<file path="config.mk">
export PLATFORM = sky130hd
export DESIGN_NAME = sclk_gen_flat
export DESIGN_NICKNAME = d
export VERILOG_FILES = /design/src/rtl/sclk_gen_pkg.sv /design/src/rtl/sclk_gen_if.sv /design/src/rtl/sclk_tick_cnt.sv /design/src/rtl/sclk_gen.sv /design/src/flat_wrapper.sv
export SDC_FILE = /design/constraint.sdc
export NUM_CORES = 1
export LEC_CHECK = 0
export ABC_CLOCK_PERIOD_IN_PS = 2000
export CORE_ASPECT_RATIO = 1.4
export CORE_MARGIN = 4
export CORE_UTILIZATION = 40
export DETAILED_ROUTE_END_ITERATION = 12
export PLACE_DENSITY = 0.66
export SETUP_SLACK_MARGIN = 0.4
export SLEW_MARGIN = 15
export SYNTH_ARGS = -nofsm -noshare
export SYNTH_HDL_FRONTEND = slang
export SYNTH_SLANG_ARGS = --single-unit
</file>
<file path="constraint.sdc">
create_clock -name clk -period 2 [get_ports clk]
set_clock_uncertainty 0.2 [all_clocks]
set_input_delay 0.6 -clock clk [delete_from_list [all_inputs] [get_ports clk]]
set_output_delay 0.6 -clock clk [all_outputs]
set_load 0.005 [all_outputs]
</file>
<file path="src/rtl/sclk_gen_pkg.sv">
// Shared types and default widths for the SPI serial-clock generator.
package sclk_gen_pkg;

    localparam int DEF_DIV_W = 8;
    localparam int DEF_CNT_W = 5;

    typedef enum logic [1:0] {
        ST_IDLE = 2'd0,
        ST_LEAD = 2'd1,
        ST_RUN  = 2'd2,
        ST_TAIL = 2'd3
    } state_e;

endpackage

</file>
<file path="src/rtl/sclk_gen_if.sv">
// Control/status bundle of the serial-clock generator; slave is the generator side.
interface sclk_gen_if #(
    parameter int DIV_W = sclk_gen_pkg::DEF_DIV_W,
    parameter int CNT_W = sclk_gen_pkg::DEF_CNT_W
);
    logic             start;
    logic             abort;
    logic             cpol;
    logic             cpha;
    logic [DIV_W-1:0] div;
    logic [CNT_W-1:0] nbits;
    logic             busy;
    logic             sclk;
    logic             sample;
    logic             shift;
    logic             done;

    modport master (
        output start, abort, cpol, cpha, div, nbits,
        input  busy, sclk, sample, shift, done
    );

    modport slave (
        input  start, abort, cpol, cpha, div, nbits,
        output busy, sclk, sample, shift, done
    );
endinterface

</file>
<file path="src/rtl/sclk_tick_cnt.sv">
// Half-period counter: tick fires when the count reaches div, then wraps to zero.
module sclk_tick_cnt #(
    parameter int DIV_W = 8
) (
    input  logic             clk,
    input  logic             rst_n,
    input  logic             clear,
    input  logic             enable,
    input  logic [DIV_W-1:0] div,
    output logic             tick
);
    logic [DIV_W-1:0] cnt_q, cnt_d;

    assign tick = enable && (cnt_q == div);

    always_comb begin
        cnt_d = cnt_q;
        if (clear) begin
            cnt_d = '0;
        end else if (enable) begin
            cnt_d = tick ? '0 : cnt_q + 1'b1;
        end
    end

    always_ff @(posedge clk) begin
        if (!rst_n) begin
            cnt_q <= '0;
        end else begin
            cnt_q <= cnt_d;
        end
    end
endmodule

</file>
<file path="src/rtl/sclk_gen.sv">
// SPI clock generator: one half-period of setup, 2*nbits SCLK edges, one half-period of hold.
module sclk_gen
    import sclk_gen_pkg::*;
#(
    parameter int DIV_W = DEF_DIV_W,
    parameter int CNT_W = DEF_CNT_W
) (
    input  logic      clk,
    input  logic      rst_n,
    sclk_gen_if.slave bus
);
    state_e           state_q, state_d;
    logic             sclk_q, sclk_d;
    logic             busy_q, busy_d;
    logic             sample_q, sample_d;
    logic             shift_q, shift_d;
    logic             done_q, done_d;
    logic             cpol_q, cpol_d;
    logic             cpha_q, cpha_d;
    logic [DIV_W-1:0] div_q, div_d;
    logic [CNT_W-1:0] nbits_q, nbits_d;
    logic [CNT_W:0]   edge_q, edge_d, edge_inc;
    logic             tick, cnt_clear, cnt_enable, lead_edge, last_edge;

    sclk_tick_cnt #(.DIV_W(DIV_W)) u_tick (
        .clk    (clk),
        .rst_n  (rst_n),
        .clear  (cnt_clear),
        .enable (cnt_enable),
        .div    (div_q),
        .tick   (tick)
    );

    // Holding the counter clear in IDLE guarantees it starts from 0 on entry to LEAD.
    assign cnt_clear  = (state_q == ST_IDLE);
    assign cnt_enable = (state_q != ST_IDLE);
    assign edge_inc   = edge_q + 1'b1;
    assign lead_edge  = ~edge_q[0];
    assign last_edge  = (edge_inc == {nbits_q, 1'b0});

    always_comb begin
        state_d  = state_q;
        sclk_d   = sclk_q;
        busy_d   = busy_q;
        sample_d = 1'b0;
        shift_d  = 1'b0;
        done_d   = 1'b0;
        cpol_d   = cpol_q;
        cpha_d   = cpha_q;
        div_d    = div_q;
        nbits_d  = nbits_q;
        edge_d   = edge_q;

        case (state_q)
            ST_IDLE: begin
                sclk_d = bus.cpol;
                busy_d = 1'b0;
                edge_d = '0;
                if (!bus.abort && bus.start && (bus.nbits != '0)) begin
                    cpol_d  = bus.cpol;
                    cpha_d  = bus.cpha;
                    div_d   = bus.div;
                    nbits_d = bus.nbits;
                    busy_d  = 1'b1;
                    state_d = ST_LEAD;
                end
            end
            ST_LEAD: begin
                if (tick) state_d = ST_RUN;
            end
            ST_RUN: begin
                if (tick) begin
                    sclk_d = ~sclk_q;
                    edge_d = edge_inc;
                    if (cpha_q) begin
                        shift_d  = lead_edge;
                        sample_d = ~lead_edge;
                    end else begin
                        sample_d = lead_edge;
                        shift_d  = ~lead_edge & ~last_edge;
                    end
                    if (last_edge) state_d = ST_TAIL;
                end
            end
            ST_TAIL: begin
                if (tick) begin
                    state_d = ST_IDLE;
                    busy_d  = 1'b0;
                    done_d  = 1'b1;
                end
            end
            default: state_d = ST_IDLE;
        endcase

        if ((state_q != ST_IDLE) && bus.abort) begin
            state_d  = ST_IDLE;
            busy_d   = 1'b0;
            sclk_d   = bus.cpol;
            sample_d = 1'b0;
            shift_d  = 1'b0;
            done_d   = 1'b0;
        end
    end

    always_ff @(posedge clk) begin
        if (!rst_n) begin
            state_q  <= ST_IDLE;
            sclk_q   <= bus.cpol;
            busy_q   <= 1'b0;
            sample_q <= 1'b0;
            shift_q  <= 1'b0;
            done_q   <= 1'b0;
            cpol_q   <= 1'b0;
            cpha_q   <= 1'b0;
            div_q    <= '0;
            nbits_q  <= '0;
            edge_q   <= '0;
        end else begin
            state_q  <= state_d;
            sclk_q   <= sclk_d;
            busy_q   <= busy_d;
            sample_q <= sample_d;
            shift_q  <= shift_d;
            done_q   <= done_d;
            cpol_q   <= cpol_d;
            cpha_q   <= cpha_d;
            div_q    <= div_d;
            nbits_q  <= nbits_d;
            edge_q   <= edge_d;
        end
    end

    assign bus.busy   = busy_q;
    assign bus.sclk   = sclk_q;
    assign bus.sample = sample_q;
    assign bus.shift  = shift_q;
    assign bus.done   = done_q;
endmodule

</file>
<file path="src/flat_wrapper.sv">
// flat-port wrapper written by rule: the top's interface ports become plain ports
module sclk_gen_flat import sclk_gen_pkg::*;
#(
    parameter int DIV_W = DEF_DIV_W,
    parameter int CNT_W = DEF_CNT_W
)
  (clk, rst_n, bus_start, bus_abort, bus_cpol, bus_cpha, bus_div, bus_nbits, bus_busy, bus_sclk, bus_sample, bus_shift, bus_done);
  sclk_gen_if #(.DIV_W(DIV_W), .CNT_W(CNT_W)) bus_i ();
  input  logic clk;
  input  logic rst_n;
  input wire logic [$bits(bus_i.start)-1:0] bus_start;
  input wire logic [$bits(bus_i.abort)-1:0] bus_abort;
  input wire logic [$bits(bus_i.cpol)-1:0] bus_cpol;
  input wire logic [$bits(bus_i.cpha)-1:0] bus_cpha;
  input wire logic [$bits(bus_i.div)-1:0] bus_div;
  input wire logic [$bits(bus_i.nbits)-1:0] bus_nbits;
  output wire logic [$bits(bus_i.busy)-1:0] bus_busy;
  output wire logic [$bits(bus_i.sclk)-1:0] bus_sclk;
  output wire logic [$bits(bus_i.sample)-1:0] bus_sample;
  output wire logic [$bits(bus_i.shift)-1:0] bus_shift;
  output wire logic [$bits(bus_i.done)-1:0] bus_done;
  assign bus_i.start = bus_start;
  assign bus_i.abort = bus_abort;
  assign bus_i.cpol = bus_cpol;
  assign bus_i.cpha = bus_cpha;
  assign bus_i.div = bus_div;
  assign bus_i.nbits = bus_nbits;
  assign bus_busy = bus_i.busy;
  assign bus_sclk = bus_i.sclk;
  assign bus_sample = bus_i.sample;
  assign bus_shift = bus_i.shift;
  assign bus_done = bus_i.done;
  sclk_gen #(.DIV_W(DIV_W), .CNT_W(CNT_W)) u_core (.clk(clk), .rst_n(rst_n), .bus(bus_i));
endmodule
</file>
==> flow_metrics.env, run 1 <==
export IMPL_status="finished, violations left"
export IMPL_failed_checks="setup timing"
export IMPL_slew_viol_final=0
export IMPL_synthFlopType="dfxtp_1"
export IMPL_fp_dieW_um=64.05
export IMPL_antenna_found_initial=0
export IMPL_core_um2=4239
export IMPL_setup_viol=1
export IMPL_crit_cells=7
export IMPL_design_portCount=24
export IMPL_hpwl_um=2867
export IMPL_crit_required_ns=1.99
export IMPL_dieArea_um2=5538
export IMPL_syn_area_um2=1759
export IMPL_path_cells="buf_6 > or4_4 > o211ai_2 > or2_4 > buf_12 > mux2i_2 > nor2b_1"
export IMPL_synth_compound_area_share_pct=11.02
export IMPL_postLayoutCellArea_um2=2753
export IMPL_rows=28
export IMPL_min_period_over_period_pct=100.2
export IMPL_r2r_cells=7
export IMPL_clk_path_buf_depth=2
export IMPL_syn_nets=211
export IMPL_multiInputGateArea_um2=1284
export IMPL_tns_ns=-0.003376
export IMPL_place_ws_ns=-0.7200
export IMPL_cp_top_family="simple AND/OR/NAND/NOR gates"
export IMPL_finalPower_mw=2.512
export IMPL_power_per_cell_area_nw_per_um2=912.5
export IMPL_grt_max_degree=23
export IMPL_rrSetupSlack_ns=0.04
export IMPL_period_needed_ns=2.003
export IMPL_max_cap_violations=0
export IMPL_holdWs_ns=0.2619
export IMPL_gr_usage_all_layers_pct=16.29
export IMPL_drt_pre_antenna_iters=4
export IMPL_worst_slew_pin_slew_ns=0.5586
export IMPL_postCtsHoldBufs=0
export IMPL_synth_warnings=0
export IMPL_synth_edf_count=1
export IMPL_cts_sinks=35
export IMPL_async_flop_share_pct=0
export IMPL_drt_iter0_drc=51
export IMPL_syn2layout_area_growth_pct=56.47
export IMPL_wl_um=4595
export IMPL_finalNonFillerCells=305
export IMPL_grt_first_pass_wirelength_um=7038
export IMPL_final_util_pct=64.94
export IMPL_synthMuxAreaShare_pct=9.104
export IMPL_slowest_delay_ns=0.53
export IMPL_crit_type="in2reg"
export IMPL_gp_congestion=0.7888
export IMPL_rsz0062_at_grt="yes"
export IMPL_synth_area_leaders="dfxtp_1, mux2i_1, xnor2_1"
export IMPL_clk_latency_ns=0.29
export IMPL_io_buffers=23
export IMPL_via_per_inst=5.007
export IMPL_path_clk_slew_ns=0.07
export IMPL_grt_overflow_total=0
export IMPL_htreeDepth=2
export IMPL_regArea_um2=750.7
export IMPL_cp_start_kind="input port"
export IMPL_layout_drive_gt1_share_pct=52.65
export IMPL_synth_top_family_by_area="simple AND/OR/NAND/NOR gates"
export IMPL_syn_avg_cell_area_um2=9.458
export IMPL_ir_worst_vdd_mv=0.4967
export IMPL_cp_slowest_cell="or4_4"
export IMPL_synth_top_cell_by_area="dfxtp_1"
export IMPL_synth_xor_xnor_area_share_pct=10.46
export IMPL_end_kind="flop"
export IMPL_die_h_um=86.47
export IMPL_cts_root_buf="clkbuf_8"
export IMPL_numCtsBuffers=5
export IMPL_synthSimpleGateAreaFrac_pct=20.55
export IMPL_finalHoldViolations=0
export IMPL_synth_fa_ha_area_share_pct=4.267
export IMPL_p_leak_nw=1.122
export IMPL_postRouteAntennaNets=0
export IMPL_place_area_um2=2170
export IMPL_worst_slack_ns=-0.003376
export IMPL_cts_tree="yes"
export IMPL_grt_pass1_vias=1574
export IMPL_dp_cells=279
export IMPL_max_slew_margin_pct=62.36
export IMPL_vias=1527
export IMPL_yosysSeqAreaShare_pct=40.40
export IMPL_synthCells=186
export IMPL_holdPathStages=1
export IMPL_yosysMostFrequentCell="dfxtp_1"
export IMPL_antenna_cells=0
export IMPL_max_freq_mhz=499.2
export IMPL_start_util_pct=41.50
export IMPL_crit_fanout=7
export IMPL_crit_arrival_ns=1.99
export IMPL_synth_common_cells="dfxtp_1, nor2b_1, mux2i_1, nand2_1, xnor2_1"
export IMPL_hp_class="reg2reg"
export IMPL_path_buf_inv=2
export IMPL_fill_cells=332
export IMPL_routedWlPerCell_um=15.07
export IMPL_synth_distinct_cells=41
export IMPL_synth_top_area_share_pct=38.69
export IMPL_fin_nets=270
export IMPL_drc_errors=0
export IMPL_ys_ff_latch=35
[registers in the layout (all words and copies together), names as in the netlist]
name                 count
u_core.bus.sclk          1
u_core.u_tick.cnt_q      8
u_core.bus.shift         1
u_core.bus.done          1
u_core.nbits_q           5
u_core.cpha_q            1
u_core.state_q           2
u_core.bus.busy          1
u_core.edge_q            6
u_core.div_q             8
u_core.bus.sample        1
[final cells by class]
class | count | share of cell area, %
multi-input combinational | 138 | 46.64
sequential | 35 | 27.27
timing repair buffer | 58 | 18.68
clock buffer | 7 | 3.545
tap | 60 | 2.727
inverter | 7 | 1.136
[final timing paths]
kind	startpoint	endpoint
max	bus_nbits[4]	u_core.cpha_q$_SDFFE_PN0P_
max reg2reg	u_core.edge_q[1]$_SDFFE_PN0P_	u_core.state_q[1]$_SDFFE_PN0P_
min reg2reg	u_core.u_tick.cnt_q[0]$_SDFFE_PP0N_	u_core.u_tick.cnt_q[0]$_SDFFE_PP0N_
min	u_core.u_tick.cnt_q[0]$_SDFFE_PP0N_	u_core.u_tick.cnt_q[0]$_SDFFE_PP0N_
[timing repair]
| action | in CTS | in global routing |
|---|---|---|
| pin swaps | 33 | 23 |
| cloned | 2 | 0 |
| endpoints found under the setup margin | 40 | 40 |
| buffers inserted | 8 | 9 |
| resized for setup | 93 | 46 |
[cell usage in the layout, fill, tap and decap left out, types with 6 or more instances in the layout]
cell type and count:
buf_4 27, dfxtp_2 17, nor2b_1 16, mux2i_1 15, dfxtp_1 12, clkdlybuf4s50_1 10, nand2_1 9, xnor2_1 8
nor2_2 8, buf_6 7, xnor2_2 6, xor2_1 6
[kinds of logic after synthesis]
family,Yosys count
simple gates,68
flops,35
compound gates,27
xor+xnor,21
mux,16
buf+inv,13
fa+ha+maj,6
[routing by layer]
metal / GRT usage [%] / wire length [um] / up-vias / share of wire [%]
met1: 16.59 / 1773 / 726 / 39
met2: 31.42 / 2583 / 30 / 56
met3: 3.113 / 153 / 9 / 3.3
li1: - / - / 762 / -
met4: 7.269 / 85 / 0 / 1.8
met5: 0 / 0 / - / 0
[report_power, final]
part	internal (mW)	switching (mW)	leakage, nW	total, mW
logic	0.563	0.550	0.775	1.11
registers	0.774	0.0631	0.298	0.837
clock network	0.315	0.247	0.0495	0.562
Note: power is estimated with default switching activity, not from simulation.
==> run 2, diff against run 1 <==
--- a/config.mk
+++ b/config.mk
@@ -12,7 +12,7 @@
 export DETAILED_ROUTE_END_ITERATION = 12
 export PLACE_DENSITY = 0.66
 export SETUP_SLACK_MARGIN = 0.4
-export SLEW_MARGIN = 15
+export SLEW_MARGIN = 10
 export SYNTH_ARGS = -nofsm -noshare
 export SYNTH_HDL_FRONTEND = slang
 export SYNTH_SLANG_ARGS = --single-unit
==> results of run 2 <==
Same layout as run 1: the final DEF is identical, and so are final timing and power.
==> run 3, diff against run 2 <==
--- a/config.mk
+++ b/config.mk
@@ -11,7 +11,7 @@
 export CORE_UTILIZATION = 40
 export DETAILED_ROUTE_END_ITERATION = 12
 export PLACE_DENSITY = 0.66
-export SETUP_SLACK_MARGIN = 0.4
+export SETUP_SLACK_MARGIN = 0.15
 export SLEW_MARGIN = 10
 export SYNTH_ARGS = -nofsm -noshare
 export SYNTH_HDL_FRONTEND = slang
==> flow_metrics.env, run 3 (synthesis results as in run 1) <==
export IMPL_gr_usage_all_layers_pct=15.04
export IMPL_clk_latency_ns=0.29
export IMPL_p_seq_share_pct=37.0
export IMPL_path_buf_inv=3
export IMPL_grt_max_degree=17
export IMPL_numCtsBuffers=5
export IMPL_rows=28
export IMPL_r2r_cells=7
export IMPL_max_freq_mhz=485.2
export IMPL_finalPower_mw=2.198
export IMPL_fp_dieW_um=64.05
export IMPL_power_frac_comb_pct=34.1
export IMPL_worstReg2RegEnd="u_core.edge_q[2]$_SDFFE_PN0P_"
export IMPL_io_buffers=23
export IMPL_clk_path_buf_depth=2
export IMPL_hp_class="reg2reg"
export IMPL_vias=1429
export IMPL_htreeDepth=2
export IMPL_fin_nets=258
export IMPL_period_needed_ns=2.061
export IMPL_postRouteAntennaNets=0
export IMPL_routedWlPerCell_um=13.16
export IMPL_crit_fanout=7
export IMPL_grt_first_pass_wirelength_um=6472
export IMPL_via_per_inst=4.861
export IMPL_cpMostUsedCell="buf_12"
export IMPL_finalNonFillerCells=294
export IMPL_holdPathStages=1
export IMPL_grt_pass1_vias=1429
export IMPL_hpwl_um=2836
export IMPL_mostFrequentLayoutCells="dfxtp_1, buf_4, nor2b_1"
export IMPL_cp_start_kind="input port"
export IMPL_rr_startpoint="u_core.state_q[0]$_SDFFE_PN0P_"
export IMPL_dp_cells=281
export IMPL_cp_slowest_cell="or4_4"
export IMPL_die_h_um=86.47
export IMPL_failed_checks="setup timing"
export IMPL_reg_top3="u_core.div_q: 8 flops, u_core.u_tick.cnt_q: 8 flops, u_core.edge_q: 6 flops"
export IMPL_dieArea_um2=5538
export IMPL_min_period_over_period_pct=103.1
export IMPL_crit_arrival_ns=2.05
export IMPL_grt_overflow_total=0
export IMPL_start_util_pct=41.50
export IMPL_cts_root_buf="clkbuf_8"
export IMPL_gp_congestion=0.7817
export IMPL_setup_viol=16
export IMPL_postLayoutCellArea_um2=2412
export IMPL_rrSetupSlack_ns=0.10
export IMPL_end_kind="flop"
export IMPL_max_slew_margin_pct=71.59
export IMPL_p_sw_share_pct=31.18
export IMPL_ir_worst_vdd_mv=0.5487
export IMPL_antenna_cells=0
export IMPL_drt_iter0_drc=34
export IMPL_drt_pre_antenna_iters=4
export IMPL_final_common_cell="dfxtp_1"
export IMPL_cts_sinks=35
export IMPL_startpoint="bus_nbits[0]"
export IMPL_place_area_um2=2168
export IMPL_clkPwrFrac_pct=28.8
export IMPL_cp_top_family="simple AND/OR/NAND/NOR gates"
export IMPL_tns_ns=-0.6500
export IMPL_crit_cells=8
export IMPL_crit_required_ns=1.98
export IMPL_max_cap_violations=0
export IMPL_power_per_cell_area_nw_per_um2=911.0
export IMPL_core_um2=4239
export IMPL_slowest_delay_ns=0.53
export IMPL_crit_type="in2reg"
export IMPL_finalHoldViolations=0
export IMPL_worst_slack_ns=-0.06114
export IMPL_p_switching_mw=0.6851
export IMPL_rsz0062_at_grt="yes"
export IMPL_drc_errors=0
export IMPL_p_int_mw=1.513
export IMPL_slew_viol_final=0
export IMPL_design_portCount=24
export IMPL_endpoint="u_core.div_q[5]$_SDFFE_PN0P_"
export IMPL_syn2layout_area_growth_pct=37.13
export IMPL_path_clk_slew_ns=0.07
export IMPL_antenna_found_initial=0
export IMPL_p_leak_nw=1.001
export IMPL_cts_tree="yes"
export IMPL_status="finished, violations left"
export IMPL_path_cells="buf_6 > or4_4 > o211ai_2 > or2_4 > buf_12 > buf_12 > mux2i_1 > nor2b_1"
export IMPL_worst_slew_pin_slew_ns=0.4216
export IMPL_layout_drive_gt1_share_pct=20.94
export IMPL_wl_um=3869
## run 3: cell types whose count changed in the layout (fill, tap and decap cells not counted), sizes merged
cell and delta:
buf -14, bufinv +1, clkbuf -6, clkdlybuf4s15 +1, clkdlybuf4s50 +1, clkinv +2, dlygate4sd2 +4
## run 3: cell type report
| cell class | count | area [um^2] |
|---|---|---|
| clock buffer | 5 | 68.82 |
| clock inverter | 3 | 43.79 |
| fill | 391 | 1827 |
| inverter | 7 | 26.28 |
| multi-input combinational | 138 | 1032 |
| sequential | 35 | 718.2 |
| tap | 60 | 75.07 |
| timing repair buffer | 46 | 447.9 |
## run 3: metal layers
metal  routed length, um  track usage, %  part of all wire (%)  vias up
met5                   0               0                     0        -
met2                2004           27.28                    52       26
met3                 160           3.372                   4.1        8
li1                    -               -                     -      739
met4                  80           6.483                   2.1        0
met1                1623           16.59                    42      656
## run 3: timing repair
action | CTS | global route
pin swaps | 8 | 7
resized for setup | 34 | 8
endpoints found under the setup margin | 22 | 29
buffers inserted | 4 | 0
hold buffers | 0 | 0
cloned | 1 | 0
## run 3: power by group through the flow
stage          clock network (mW)  registers, mW  logic (mW)
2_1_floorplan                   0          0.817       0.413
3_3_place_gp                    0          0.827       0.607
3_5_place_dp                    0          0.828       0.605
4_1_cts                     0.655          0.812       0.727
5_1_grt                     0.676          0.823       0.824
6_report                    0.634          0.814       0.750
## run 3: how the worst min path moves through the flow
stage | startpoint | end | slack [ns]
2_1_floorplan | u_core.u_tick.cnt_q[0]$_SDFFE_PP0N_ | u_core.u_tick.cnt_q[0]$_SDFFE_PP0N_ | 0.24
3_3_place_gp | u_core.u_tick.cnt_q[0]$_SDFFE_PP0N_ | u_core.u_tick.cnt_q[0]$_SDFFE_PP0N_ | 0.26
3_5_place_dp | u_core.u_tick.cnt_q[0]$_SDFFE_PP0N_ | u_core.u_tick.cnt_q[0]$_SDFFE_PP0N_ | 0.26
4_1_cts | u_core.u_tick.cnt_q[0]$_SDFFE_PP0N_ | u_core.u_tick.cnt_q[0]$_SDFFE_PP0N_ | 0.28
5_1_grt | u_core.u_tick.cnt_q[0]$_SDFFE_PP0N_ | u_core.u_tick.cnt_q[0]$_SDFFE_PP0N_ | 0.31
6_report | u_core.u_tick.cnt_q[0]$_SDFFE_PP0N_ | u_core.u_tick.cnt_q[0]$_SDFFE_PP0N_ | 0.28
## run 3: metrics by stage
stage               hold slack [ns]  util [%]  setup WS (ns)
floorplan                    0.2363         -        -0.1743
global placement             0.2576     51.15        -0.6639
detailed placement           0.2621     51.15        -0.6964
CTS                          0.2794     56.20       -0.05563
global route                 0.3104     56.91        -0.1418
finish                       0.2800     56.91       -0.06114
